[src/rtl/smoldvi_deserialiser.sv]
// One-lane TMDS deserialiser: rebuilds 10-bit symbols from a 2-bit/clk DDR stream and aligns on control-symbol runs.
// Optional statistics outputs (slip_count, lock_loss) are built when SMOLDVI_DESER_STATS_EN is defined.
module smoldvi_deserialiser #(
  parameter int LOCK_COUNT   = 8,
  parameter int SEARCH_WORDS = 1024
) (
  input  logic       clk,
  input  logic       rst_n,
  input  logic [1:0] din,
  input  logic       resync,
  output logic [9:0] dout,
  output logic       dout_valid,
  output logic       dout_ctrl,
  output logic       locked
`ifdef SMOLDVI_DESER_STATS_EN
  ,
  output logic [7:0] slip_count,
  output logic       lock_loss
`endif
);

  localparam int RUN_W = $clog2(LOCK_COUNT + 1);
  localparam int WIN_W = $clog2(SEARCH_WORDS + 1);

  typedef enum logic [1:0] {
    HUNT   = 2'd0,
    SLIP   = 2'd1,
    LOCKED = 2'd2
  } state_t;

  function automatic logic is_ctrl(input logic [9:0] s);
    return (s == 10'h354) || (s == 10'h0AB) || (s == 10'h154) || (s == 10'h2AB);
  endfunction

  function automatic logic [RUN_W-1:0] sat_inc_run(input logic [RUN_W-1:0] c);
    return (c == RUN_W'(LOCK_COUNT)) ? c : c + 1'b1;
  endfunction

  state_t           r_state;
  state_t           w_state_nxt;
  logic [3:0]       r_slip;
  logic [3:0]       w_slip_nxt;
  logic [2:0]       r_phase;
  logic [RUN_W-1:0] r_run;
  logic [RUN_W-1:0] w_run_nxt;
  logic [RUN_W-1:0] w_run_cand;
  logic [WIN_W-1:0] r_win;
  logic [WIN_W-1:0] w_win_nxt;
  logic [WIN_W-1:0] w_win_inc;
  logic             r_discard;
  logic             w_discard_nxt;

  // Capture stage: only the newest 11 bits are ever needed, since a window
  // is taken the clock after its final bit arrives for either bit offset.
  logic [10:0]      r_sr_p0;
  logic [9:0]       w_word_p0;
  logic             w_strobe_p0;
  logic             w_ctrl_p0;

  // Output stage
  logic [9:0]       r_dout_p1;
  logic             r_ctrl_p1;
  logic             r_vld_p1;

  assign w_word_p0   = r_sr_p0[r_slip[0] +: 10];
  assign w_strobe_p0 = (r_phase == r_slip[3:1]);
  assign w_ctrl_p0   = is_ctrl(w_word_p0);
  assign w_run_cand  = w_ctrl_p0 ? sat_inc_run(r_run) : '0;
  assign w_win_inc   = r_win + 1'b1;

  always_ff @(posedge clk or negedge rst_n) begin
    if (!rst_n) begin
      r_sr_p0 <= '0;
      r_phase <= '0;
    end else begin
      r_sr_p0 <= {din, r_sr_p0[10:2]};
      r_phase <= (r_phase == 3'd4) ? 3'd0 : r_phase + 3'd1;
    end
  end

  always_comb begin
    w_state_nxt   = r_state;
    w_run_nxt     = r_run;
    w_win_nxt     = r_win;
    w_slip_nxt    = r_slip;
    w_discard_nxt = r_discard;
    case (r_state)
      HUNT, LOCKED: begin
        if (w_strobe_p0) begin
          if (r_discard) begin
            // Window straddles the old and new slip; let it pass uncounted.
            w_discard_nxt = 1'b0;
          end else if (w_run_cand == RUN_W'(LOCK_COUNT)) begin
            w_run_nxt   = w_run_cand;
            w_win_nxt   = '0;
            w_state_nxt = LOCKED;
          end else if (w_win_inc == WIN_W'(SEARCH_WORDS)) begin
            w_run_nxt   = '0;
            w_win_nxt   = '0;
            w_state_nxt = (r_state == LOCKED) ? HUNT : SLIP;
          end else begin
            w_run_nxt = w_run_cand;
            w_win_nxt = w_win_inc;
          end
        end
      end
      SLIP: begin
        w_slip_nxt    = (r_slip == 4'd9) ? 4'd0 : r_slip + 4'd1;
        w_run_nxt     = '0;
        w_win_nxt     = '0;
        w_discard_nxt = 1'b1;
        w_state_nxt   = HUNT;
      end
      default: begin
        w_state_nxt = HUNT;
      end
    endcase
    if (resync) begin
      w_state_nxt   = HUNT;
      w_run_nxt     = '0;
      w_win_nxt     = '0;
      w_slip_nxt    = r_slip;
      w_discard_nxt = r_discard;
    end
  end

  always_ff @(posedge clk or negedge rst_n) begin
    if (!rst_n) begin
      r_state   <= HUNT;
      r_slip    <= '0;
      r_run     <= '0;
      r_win     <= '0;
      r_discard <= 1'b0;
    end else begin
      r_state   <= w_state_nxt;
      r_slip    <= w_slip_nxt;
      r_run     <= w_run_nxt;
      r_win     <= w_win_nxt;
      r_discard <= w_discard_nxt;
    end
  end

  always_ff @(posedge clk or negedge rst_n) begin
    if (!rst_n) begin
      r_dout_p1 <= '0;
      r_ctrl_p1 <= 1'b0;
      r_vld_p1  <= 1'b0;
    end else begin
      if (w_strobe_p0) begin
        r_dout_p1 <= w_word_p0;
        r_ctrl_p1 <= w_ctrl_p0;
      end
      r_vld_p1 <= w_strobe_p0 && (r_state == LOCKED);
    end
  end

  assign dout       = r_dout_p1;
  assign dout_ctrl  = r_ctrl_p1;
  assign dout_valid = r_vld_p1;
  assign locked     = (r_state == LOCKED);

`ifdef SMOLDVI_DESER_STATS_EN
  logic [7:0] r_slip_count;
  logic       r_lock_loss;
  logic       w_lock_lost;

  // In LOCKED the only ways back to HUNT are timeout and resync.
  assign w_lock_lost = (r_state == LOCKED) && (w_state_nxt == HUNT) && !resync;

  always_ff @(posedge clk or negedge rst_n) begin
    if (!rst_n) begin
      r_slip_count <= '0;
      r_lock_loss  <= 1'b0;
    end else begin
      if ((r_state == SLIP) && !resync && (r_slip_count != 8'hFF))
        r_slip_count <= r_slip_count + 8'd1;
      r_lock_loss <= w_lock_lost;
    end
  end

  assign slip_count = r_slip_count;
  assign lock_loss  = r_lock_loss;
`endif

endmodule
[config.mk]
export PLATFORM = sky130hd
export DESIGN_NAME = smoldvi_deserialiser
export DESIGN_NICKNAME = d
export VERILOG_FILES = /design/src/rtl/smoldvi_deserialiser.sv
export SDC_FILE = /design/constraint.sdc
export NUM_CORES = 1
export LEC_CHECK = 0
export ABC_CLOCK_PERIOD_IN_PS = 2780
export CAP_MARGIN = 20
export CORE_UTILIZATION = 60
export CTS_BUF_LIST = sky130_fd_sc_hd__clkbuf_4
export DETAILED_ROUTE_END_ITERATION = 10
export PLACE_DENSITY = 0.82
export REMOVE_ABC_BUFFERS = 1
export SLEW_MARGIN = 10
export SYNTH_ARGS = -nofsm -noshare
export SYNTH_HDL_FRONTEND = slang
export SYNTH_SLANG_ARGS = --single-unit
export TNS_END_PERCENT = 20
[constraint.sdc]
create_clock -name clk -period 2.78 [get_ports clk]
set_input_delay 0.556 -clock clk [delete_from_list [all_inputs] [get_ports clk]]
set_output_delay 0.556 -clock clk [all_outputs]
set_load 0.01 [all_outputs]
; ---- Word level (Yosys, flattened, before mapping)
; Cells that the tools add are included.
[word_totals]
register_bits = 48
input_bits = 5
output_inout_bits = 13
[op_classes]
addsub = 4
n_eq_ne = 16
shifts = 1
muxes = 25
bitwise_logic = 1
n_reduce_logical = 12
[op_table]
columns = cell, count
row1 = two-way mux 11 bit, 5
row2 = two-way mux 4 bit, 8
row3 = one-hot mux 11 bit (2 select lines), 1
row4 = == test 10 bit (second input constant), 2
row5 = == test 4 bit (second input constant), 3
row6 = two-way mux 2 bit, 6
row7 = adder 11 x 1 -> 11 bit (second input constant), 1
row8 = == test 11 bit (second input constant), 1
row9 = indexed part select 11 x 2 -> 10 bit, 1
row10 = == test 10 x 8 -> 1 bit (second input constant), 1
row11 = == test 10 x 9 -> 1 bit (second input constant), 1
row12 = AND reduction 3 bit, 3
row13 = adder 4 x 1 -> 4 bit (second input constant), 2
row14 = one-hot mux 4 bit (2 select lines), 1
row15 = != test 3 bit (second input constant), 2
row16 = != test 4 bit (second input constant), 1
row17 = adder 3 x 1 -> 3 bit (second input constant), 1
row18 = == test 3 bit, 1
row19 = == test 3 bit (second input constant), 1
row20 = logical OR 1 bit, 3
row21 = two-way mux 3 bit, 1
row22 = nonzero test 3 bit, 1
row23 = == test 2 x 1 -> 1 bit (second input constant), 1
row24 = == test 2 bit (second input constant), 1
row25 = 9 further kinds, 10

; ---- Longest topological paths before layout
[logic_depth]
word_depth = 12
depth_mapped = 9

; ---- Least setup slack after synthesis
; Ideal clock, no wire load.
[synth_path]
path_kind = flip-flop to flip-flop
startpoint = register r_run[0]
endpoint = register r_win[5]
arrival_time_ps = 1980
required_ps = 2654
slack_ps = 674
stages_incl_launch_ff = 10
period_less_slack_ps = 2106
path_cell_list = dfrtp_1 -> inv_1 -> ha_1 -> a21oi_1 -> nor2b_1 -> o221ai_1 -> a211oi_4 -> buf_4 -> nor3_1 -> a221o_1
[synth_between]
elab_chain_cells = 9
word_cells_on_any_way = 10
classes_between = add/sub: 1 / eq/ne: 2 / mux: 7
[synth_rtl]
columns = item, line
row1 = "start, declared", 44  ; logic [RUN_W-1:0] r_run;
row2 = "start signal, assigned", 137  ; r_run <= w_run_nxt;
row3 = adder 4 x 1 -> 4 bit or == test 4 bit (tied branches), 36  ; return (c == RUN_W'(LOCK_COUNT)) ? c : c + 1'b1;
row4 = two-way mux 4 bit *, 36
row5 = two-way mux 4 bit *, 68  ; assign w_run_cand = w_ctrl_p0 ? sat_inc_run(r_run) : '0;
row6 = == test 4 bit *, 93  ; end else if (w_run_cand == RUN_W'(LOCK_COUNT)) begin
row7 = two-way mux 11 bit *, 93
row8 = two-way mux 11 bit *, 90  ; if (r_discard) begin
row9 = two-way mux 11 bit *, 89  ; if (w_strobe_p0) begin
row10 = one-hot mux 11 bit (2 select lines) *, 87  ; case (r_state)
row11 = two-way mux 11 bit *, 118  ; if (resync) begin
row12 = "end signal, assigned", 138  ; r_win <= w_win_nxt;
row13 = "end, declared", 47  ; logic [WIN_W-1:0] r_win;
; Every way passes the cells marked *; elsewhere a longest branch is shown, timed or not. The select of a mux whose other input is x is not followed.
; A chain may end at the register's enable or synchronous reset.

; ---- Final worst setup path
[layout_path]
startpoint = register r_slip[0]
endpoint = register r_win[4]
[layout_between]
elab_chain_cells = 12
word_cells_on_any_way = 15
classes_between = eq/ne: 5 / shift: 1 / mux: 6 / reduce/logical: 3
[layout_rtl]
columns = item, line
row1 = "start, declared", 41  ; logic [3:0] r_slip;
row2 = "start signal, assigned", 136  ; r_slip <= w_slip_nxt;
row3 = indexed part select 11 x 2 -> 10 bit *, 65  ; assign w_word_p0 = r_sr_p0[r_slip[0] +: 10];
row4 = == test 10 bit or == test 10 x 8 -> 1 bit (tied branches), 32  ; return (s == 10'h354) || (s == 10'h0AB) || (s == 10'h154) || (s == 10'h2AB);
row5 = logical OR 1 bit (2 in a row), 32
row6 = logical OR 1 bit *, 32
row7 = two-way mux 4 bit *, 68
row8 = == test 4 bit *, 93
row9 = two-way mux 11 bit *, 93
row10 = two-way mux 11 bit *, 90
row11 = two-way mux 11 bit *, 89
row12 = one-hot mux 11 bit (2 select lines) *, 87
row13 = two-way mux 11 bit *, 118
; Marks and branches as above.

==> impl_metrics.tcl <==
set metrics [dict create \
    p_total_mw 1.197 \
    ys_ff_latch 48 \
    yosysTopAreaCellShare 0.4982 \
    first_pass_iters 4 \
    seq_area_frac_synth 0.4982 \
    fmax_mhz 412.6 \
    slew_viol_final 0 \
    nets 265 \
    critPathMaxFanout 16 \
    vias 1860 \
    hold_viol 0 \
    crit_buf_inv 1 \
    start_util 0.6441 \
    drt-total-wl_mm 4.558 \
    synth_flop_cell "dfrtp_1" \
    cts-hold-fix-buffers 0 \
    setup_viol 0 \
    drc 0 \
    fin_util 0.7269 \
    antenna_found_initial 0 \
    grt_max_degree 32 \
    holdWs_ps 101.3 \
    hp-class "input port to asynchronous set/reset pin" \
    n_antenna_cell 0 \
    die_w_um 65.39 \
    grt_setup_unrepaired "false" \
    power_density_nw_per_um2 439.9 \
    drive_gt1_frac 0.08594 \
    placed_cells 296 \
    relSlewSlack 0.6577 \
    power_frac_comb 0.052 \
    tightest_slew_ps 513.4 \
    crit_path_cell_trace "nand2b_1, nor4_1, o2111ai_1, a211oi_4, buf_4, nor4_1, a221o_1" \
    arrival_ps 2680 \
    leakagePower_nw 1.166 \
    synth_cell_types 50 \
    clockRootBuffer "clkbuf_4" \
    p_clk_frac 0.338 \
    intPower_uw 931.2 \
    numPortBuffers 17 \
    post-dp-hpwl_mm 3.275 \
    dieArea_um2 4276 \
    cts_setup_buffers 0 \
    period_share 0.8719 \
    cts_sinks 48 \
    ys_warn_count 0 \
    crit_type "flop to flop" \
    p_switching_uw 265.9 \
    clk_pin_slew_ps 130 \
    synthCells 233 \
    cp_top_family "compound AO/OA/AOI/OAI gates" \
    core_um2 3744 \
    cts_tree "done" \
    post_cts_resized 0 \
    min_period_ps 2424 \
    tns_ps 0 \
    clock_skew_ps 10.08 \
    htreeDepth 2 \
    grt_pass1_vias 1774 \
    grt_pass1_wl_mm 7.900 \
    first_iter_violations 114 \
    worstSkewPairLatency_ps 360 \
    cts-buffers-inserted 5 \
    wl_per_cell_um 14.99 \
    place_ws_ps 333.8 \
    p_sw_frac 0.2221 \
    crit_path_end_kind "flop" \
    ir_drop_mv 0.3845 \
    syn_area_um2 2411 \
    synth-edff-count 0 \
    final_area_um2 2721 \
    viasPerCell 6.118 \
    grt_use_total 0.2455 \
    io_pins 18 \
    postLayoutSetupSlackWorst_ps 356.1 \
    syn_to_final_growth_pct 12.87 \
    die_h_um 65.39 \
    yosys-top-cells-area "dfrtp_1, mux2i_1, nand2_1" \
    critPathMostFrequentCell "nor4_1" \
    max_stage_delay_ps 590 \
    clk_path_buf_depth 2 \
    placed_cell_area_um2 2641 \
    status "finished, final reports clean" \
    postRouteAntennaNets 0 \
    cp-start-kind "flop" \
    synth-async-reset-ratio 1.000 \
    slowest_stage "dfrtp_1" \
    p_seq_frac 0.610 \
    synth_top_area_cell "dfrtp_1" \
    cap_viol_max_count 0 \
    gp_congestion 0.9197 \
    critPathRequiredTime_ps 3040 \
    synth_area_per_cell_um2 10.35 \
    final_cells 304 \
    nFillCells 296 \
    overflow 0 \
    rows 22 \
]
## metal layers
| layer | up-vias | global-route usage | part of all wire |
|---|---|---|---|
| met3 | 7 | 0.03646 | 0.034 |
| met4 | 0 | 0.08152 | 0.011 |
| met1 | 914 | 0.3236 | 0.47 |
| met2 | 34 | 0.4149 | 0.49 |
| met5 | - | 0 | 0 |
| li1 | 905 | - | - |
## final cells by class
class                           instances  area, um^2  share of cell area
Tap cell                               48       60.06             0.02207
Multi-Input combinational cell        168        1132              0.4161
Clock inverter                          3       42.54             0.01563
Sequential cell                        48        1201              0.4414
Inverter                                8       30.03             0.01103
Clock buffer                            5       37.54             0.01379
Timing Repair Buffer                   24       217.7             0.08000
## power by group through the flow
| stage | sequential [mW] | combinational, mW | clock [mW] |
|---|---|---|---|
| 4_1_cts | 0.730 | 0.0637 | 0.414 |
| 3_3_place_gp | 0.742 | 0.0629 | 0 |
| 3_5_place_dp | 0.743 | 0.0633 | 0 |
| 6_report | 0.730 | 0.0622 | 0.405 |
| 2_1_floorplan | 0.743 | 0.0188 | 0 |
| 5_1_grt | 0.733 | 0.0706 | 0.439 |
## synthesized netlist by cell type (all sizes together) (3+ instances only)
master,number
a21oi,11
nor4,8
buf,5
mux2i,9
and2,4
nand2b,5
ha,5
inv,8
nor3,5
o22ai,3
xor2,5
nor2b,5
o21a,4
dfrtp,48
nor3b,4
nand2,20
a221o,3
nand4,5
clkbuf,4
a22o,3
mux2,4
o31ai,5
a31oi,4
o21ai,8
nor2,20
o311ai,3
nand3,4
## sequential cells by signal, indices dropped and copies added (netlist names)
register    flops
r_state         2
r_run           4
r_phase         3
dout           10
dout_valid      1
r_win          11
r_sr_p0        11
r_slip          4
r_discard       1
dout_ctrl       1
## path summary, 6_finish.rpt
path                             startpoint           to  slack [ps]  depth (start not counted)
worst max register to register    r_slip[0]     r_win[4]         360                          7
max in group asynchronous             rst_n     r_win[8]        1960                          2
worst min-delay path                  rst_n  r_sr_p0[10]         100                          1
worst min register to register  r_sr_p0[10]   r_sr_p0[8]         400                          0
worst max-delay path              r_slip[0]     r_win[4]         360                          7
min in group clk                r_sr_p0[10]   r_sr_p0[8]         400                          0
## cell usage in the layout (no fill, tap or decap), types with 4 or more instances in the layout
cell type        instances
clkdlybuf4s50_1         16
o21ai_0                  7
nand4_1                  5
a31oi_1                  4
o31ai_1                  5
mux2_2                   4
nor4_1                   8
clkbuf_4                 5
nand2_1                 20
dfrtp_1                 48
xor2_1                   5
ha_1                     5
a21oi_1                 11
nor2_1                  20
inv_1                    8
o21a_1                   4
nor3_1                   4
and2_1                   4
nor2b_1                  5
buf_4                    7
nand2b_1                 5
mux2i_1                  9
nand3_1                  4
## logic make-up after synthesis
group / synth area share
compound gates: 0.1557
xor+xnor: 0.02543
fa+ha+maj: 0.02595
buf+inv: 0.03217
flops: 0.4982
mux: 0.05605
simple gates: 0.2065
Power figures use the tool's default switching activity.
==> variant 1 (config.mk and constraints unchanged) <==
`SEARCH_WORDS`: 1024 -> 2048.
--- a/src/rtl/smoldvi_deserialiser.sv
+++ b/src/rtl/smoldvi_deserialiser.sv
@@ -2,7 +2,7 @@
 // Optional statistics outputs (slip_count, lock_loss) are built when SMOLDVI_DESER_STATS_EN is defined.
 module smoldvi_deserialiser #(
   parameter int LOCK_COUNT   = 8,
-  parameter int SEARCH_WORDS = 1024
+  parameter int SEARCH_WORDS = 2048
 ) (
   input  logic       clk,
   input  logic       rst_n,
Function: same outputs for any inputs over 10 cycles, from zero or initial values and one cycle with rst_n low; that may be too few to reach the edited logic, so the function may still have changed.
==> variant 1 against the original RTL <==
  * Hold slack about the same
  * Total power decreased by 5.6%
  * Non-clock buffer count down 3
  * Area after synthesis up 0.93%
  * Critical path depth down 1
  * Routed wire length decreased by 0.70%
  * Via count fell by 4.8%
  * Cell count shrank 2.0%
  * Die area increased by 0.90%
  * Clock skew up 1.2 ps
  * Final area is 0.74% lower
  * Sequential cell count is 1 higher
  * Global-route usage is 0.73 points lower
  * Setup slack got worse by 30 ps
  * Critical path type unchanged
==> variant 1: results (changes against the original RTL) <==
R2R Setup Slk: 330 ps (-30 ps)
register area share after synthesis: 0.5039 (+0.005672)
fraction of layout cells with a size suffix above 1: 0.1120 (+0.02606)
synth warn: 0 (unchanged)
synth cell count leaders: 49 x dfrtp_1, 18 x nor2_1, 16 x a21oi_1
final non-filler cell total: 298 (-2.0%)
vias in the first global route: 1681 (-5.2%)
CTS Buf Count: 5 (unchanged)
clk slew on worst S/H paths: 150 ps (+20 ps)
Post-CTS Setup Bufs: 0 (unchanged)
I/O Buffers: 17 (unchanged)
CP peak stage delay: 760 ps (+170 ps)
R2R cell count: 6 (-1)
nets@finish: 260 (-1.9%)
initial antenna violation count: 0 (unchanged)
later-pin clock latency in the skew report: 370 ps
outcome: finished clean
top cells by area, synth: dfrtp_1 50%, mux2i_1 4.5%, a21oi_1 3.3%
global-route wire length before repair: 7686 um (-2.7%)
gr usage total: 0.2382 (-0.007284)
Tightest Pin Transition: 623.9 ps (+110.5 ps)
Max VDD drop: 0.3302 mV (-14%)
largest net degree at the start of global routing: 30 (-6.3%)
CP max stage cell: dfrtp_1
vias per cell: 5.940 (-2.9%)
Setup Skew: 11.32 ps (+1.234 ps)
Post-Synthesis Cells: 230 (-1.3%)
crit-path max FO: 15 (-1)
Detailed Routing Iterations Pass 1: 4 (unchanged)
Pwr Density: 418.2 mW/mm^2 (-4.9%)
DP HPWL: 3233 um (-1.3%)
DP Cell Count: 291 (-1.7%)
CP arrival: 2720 ps (+40 ps)
Lkg Pwr: 1.186 nW (+1.7%)
initial DRC count: 110 (-3.5%)
max reg flops: 12
Post-Route WL: 4526 um (-0.70%)
routability cong.: 0.8409 (-8.6%)
FF-to-FF End: r_win[5]
synth unique cells: 56 (+12%)
CTS root buffer: clkbuf_4
==> variant 1: cells by family (layout without fill, tap and decap cells) <==
logic type / Yosys count / after routing / synth area share
AOI/OAI and AO/OA: 55 / 55 / 0.1542
xor gates and xnor gates: 10 / 10 / 0.03599
adders and majority gates: 5 / 5 / 0.02571
buffers and inverters: 14 / 34 / 0.02622
DFF: 49 / 49 / 0.5039
muxes: 14 / 14 / 0.05913
and+or+nand+nor: 83 / 83 / 0.1949
==> variant 1: layout make-up <==
type / count / area (sq um)
inverter: 6 / 22.52
multi-input combinational: 167 / 1144
timing repair buffer: 21 / 195.2
tap: 48 / 60.06
clock inverter: 2 / 16.27
sequential: 49 / 1226
clock buffer: 5 / 37.54
fill: 301 / 1070
==> variant 1: worst max-delay path by stage <==
stage / end / from
final: r_win[5] / r_slip[0]
after global routing: r_win[5] / r_slip[0]
after CTS: r_win[5] / r_slip[0]
after detailed placement: r_win[6] / r_slip[0]
after global placement: r_win[5] / r_slip[0]
after floorplan: r_win[11] / r_slip[1]
==> variant 1: through the flow <==
| step | worst slack (ps) | cell area [sq um] | util | hold WS [ps] | power (mW) |
|---|---|---|---|---|---|
| 2_1_floorplan | 371.2 | 2392 | - | 260.4 | 0.7776 |
| 3_3_place_gp | 457.2 | 2648 | 0.7021 | 361.6 | 0.8204 |
| 3_5_place_dp | 373.6 | 2648 | 0.7021 | 361.5 | 0.8228 |
| 4_1_cts | 350.6 | 2701 | 0.7163 | 108.3 | 1.139 |
| 5_1_grt | 191.6 | 2701 | 0.7163 | 107.2 | 1.179 |
| 6_report | 326.5 | 2701 | 0.7163 | 101.5 | 1.130 |
==> variant 1: worst max-delay path, delay by kind of cell, from the launching register on <==
kind | cells | cell delay (ps)
AOI/OAI and AO/OA | 3 | 810
muxes | 1 | 410
DFF | 1 | 760
and+or+nand+nor | 2 | 380
==> variant 1: routing by layer <==
| metal | track usage | wire length (um) | up-vias | part of all wire |
|---|---|---|---|---|
| li1 | - | - | 871 | - |
| met1 | 0.3372 | 2272 | 868 | 0.50 |
| met2 | 0.3571 | 2068 | 25 | 0.46 |
| met3 | 0.05903 | 126 | 6 | 0.028 |
| met4 | 0.07880 | 58 | 0 | 0.013 |
| met5 | 0 | 0 | - | 0 |
==> variant 1: power by group <==
| part | internal [mW] | total, mW | switching [mW] |
|---|---|---|---|
| registers | 0.729 | 0.741 | 0.0127 |
| clock network | 0.0956 | 0.322 | 0.226 |
| logic | 0.0306 | 0.0667 | 0.0360 |
==> variant 2 (same settings) <==
Without the edit above. Re-encode `state_t` (3 states) as one-hot, 3 bits wide.
--- a/src/rtl/smoldvi_deserialiser.sv
+++ b/src/rtl/smoldvi_deserialiser.sv
@@ -22,10 +22,10 @@
   localparam int RUN_W = $clog2(LOCK_COUNT + 1);
   localparam int WIN_W = $clog2(SEARCH_WORDS + 1);
 
-  typedef enum logic [1:0] {
-    HUNT   = 2'd0,
-    SLIP   = 2'd1,
-    LOCKED = 2'd2
+  typedef enum logic [2:0] {
+    HUNT   = 3'b001,
+    SLIP   = 3'b010,
+    LOCKED = 3'b100
   } state_t;
 
   function automatic logic is_ctrl(input logic [9:0] s);
Formal check against the unedited RTL: no difference found for any inputs over 10 cycles, from zero or initial values and one cycle with rst_n low; not proved beyond that.
==> variant 2 against the original RTL <==
  * Setup slack gained 18 ps
  * Core utilization down 2.9 points
  * Final area increased by 4.1%
  * Routed wire length fell by 1.9%
  * Area after synthesis increased by 6.0%
  * Die area rose by 5.8%
  * Sequential cell count up 1
  * Sequential share of layout area decreased by 0.83 points
  * Total power increased by 4.8%
  * Critical path type unchanged
==> variant 2: results (changes against the original RTL) <==
Min-Delay Path Class: in -> async
fraction of layout cells with a size suffix above 1: 0.09225 (+0.006313)
register area share after synthesis: 0.4804 (-0.01777)
initial DRC count: 99 (-13%)
R2R cell count: 9 (+2)
total grt overflow: 0 (unchanged)
vias in the first global route: 1614 (-9.0%)
gr usage total: 0.2174 (-0.02811)
Max VDD drop: 0.2926 mV (-24%)
nets@finish: 280 (+5.7%)
synth cell count leaders: 48 x dfrtp_1, 21 x nand2_1, 20 x a21oi_1
R2R Path Start: r_run[0]
later-pin clock latency in the skew report: 380 ps (+20 ps)
H-tree levels: 2 (unchanged)
Slew headroom: 0.4867 (-0.1710)
largest net degree at the start of global routing: 33 (+3.1%)
top cells by area, synth: dfrtp_1 47%, mux2i_1 5.1%, a21oi_1 3.9%
initial antenna violation count: 0 (unchanged)
Lkg Pwr: 1.216 nW (+4.3%)
crit-path max FO: 13 (-3)
Post-CTS Setup Bufs: 0 (unchanged)
Detailed Routing Iterations Pass 1: 4 (unchanged)
Async S/R FF share, synth: 1.000 (unchanged)
DP HPWL: 3168 um (-3.2%)
I/O Buffers: 17 (unchanged)
CP peak stage delay: 410 ps (-180 ps)
Setup Skew: 12.39 ps (+2.309 ps)
outcome: finished clean
detailed-route via count: 1898 (+2.0%)
clk slew on worst S/H paths: 140 ps
Post-Route WL: 4472 um (-1.9%)
Resized Gates After CTS: 0 (unchanged)
global-route wire length before repair: 7251 um (-8.2%)
routability cong.: 0.7807 (-15%)
CP arrival: 2670 ps (about the same)
R2R Setup Slk: 370 ps (+20 ps)
synth unique cells: 57 (+14%)
CTS Buf Count: 5 (unchanged)
Switching Share: 0.2268 (+0.004702)
-- variant 2: cell count changes after synthesis, sizes merged, moves of 4 or more --
| cell | change |
|---|---|
| and3 | +4 |
| nor2b | -4 |
| o31ai | -4 |
| nand3 | +10 |
| o21ai | +6 |
| a21oi | +9 |
| mux2i | +4 |
| and2 | +4 |
| nand4 | -4 |
| nor4 | -6 |
-- variant 2: kinds of logic (layout without fill, tap and decap cells) --
| group | Yosys count | count (layout) | synth area share |
|---|---|---|---|
| AND/OR/NAND/NOR | 94 | 94 | 0.2042 |
| multiplexers | 16 | 16 | 0.06415 |
| buffers and inverters | 20 | 40 | 0.04064 |
| flip-flops | 49 | 49 | 0.4804 |
| adder cells (fa/ha/maj) | 5 | 5 | 0.02449 |
| XOR/XNOR | 8 | 8 | 0.02743 |
| AO/OA/AOI/OAI | 59 | 59 | 0.1587 |
-- variant 2: worst max-delay path by stage --
stage	endpoint	cells past startpoint	from	slack [ps]
after floorplan	dout_ctrl	3	r_phase[0]	430
after global placement	r_win[4]	9	r_run[0]	500
after detailed placement	r_win[4]	9	r_run[0]	420
after global routing	r_win[4]	9	r_run[0]	240
final	r_win[4]	9	r_run[0]	370
after CTS	r_win[4]	9	r_run[0]	380
-- variant 2: power groups by stage --
stage | clock network [mW] | registers, mW | logic [mW]
2_1_floorplan | 0 | 0.766 | 0.0393
3_3_place_gp | 0 | 0.766 | 0.0865
3_5_place_dp | 0 | 0.766 | 0.0882
4_1_cts | 0.432 | 0.753 | 0.0883
5_1_grt | 0.454 | 0.757 | 0.0981
6_report | 0.416 | 0.753 | 0.0862
-- variant 2: stage by stage --
step	setup slack, ps	instances	hold WS [ps]	area (sq um)
finish	373.6	321	81.71	2834
global route	238.9	321	97.90	2834
CTS	379.5	321	82.02	2834
detailed placement	423.9	313	364.4	2755
global placement	496.4	313	360.5	2755
floorplan	427.3	242	260.4	2492
-- variant 2: cell type report --
class | count | area (sq um)
multi-input cells | 182 | 1229
clock buffers | 6 | 45.04
repair buffers | 21 | 195.2
flip-flops and latches | 49 | 1227
inverters | 11 | 41.29
clock inverters | 2 | 33.78
fillers | 310 | 1224
well taps | 50 | 62.56
-- variant 2: metal layers --
| metal | up-vias | wire length (um) | global-route usage | part of all wire |
|---|---|---|---|---|
| li1 | 948 | - | - | - |
| met1 | 905 | 2225 | 0.2890 | 0.50 |
| met4 | 0 | 85 | 0.1037 | 0.019 |
| met2 | 36 | 2004 | 0.3275 | 0.45 |
| met3 | 9 | 156 | 0.05912 | 0.035 |
| met5 | - | 0 | 0 | 0 |
-- variant 2: worst max-delay path: cells and delay by family (launching register included) --
kind | cells | cell delay [ps]
AOI/OAI and AO/OA | 5 | 1180
DFF | 1 | 410
buffers and inverters | 2 | 290
adders and majority gates | 1 | 230
and+or+nand+nor | 1 | 180
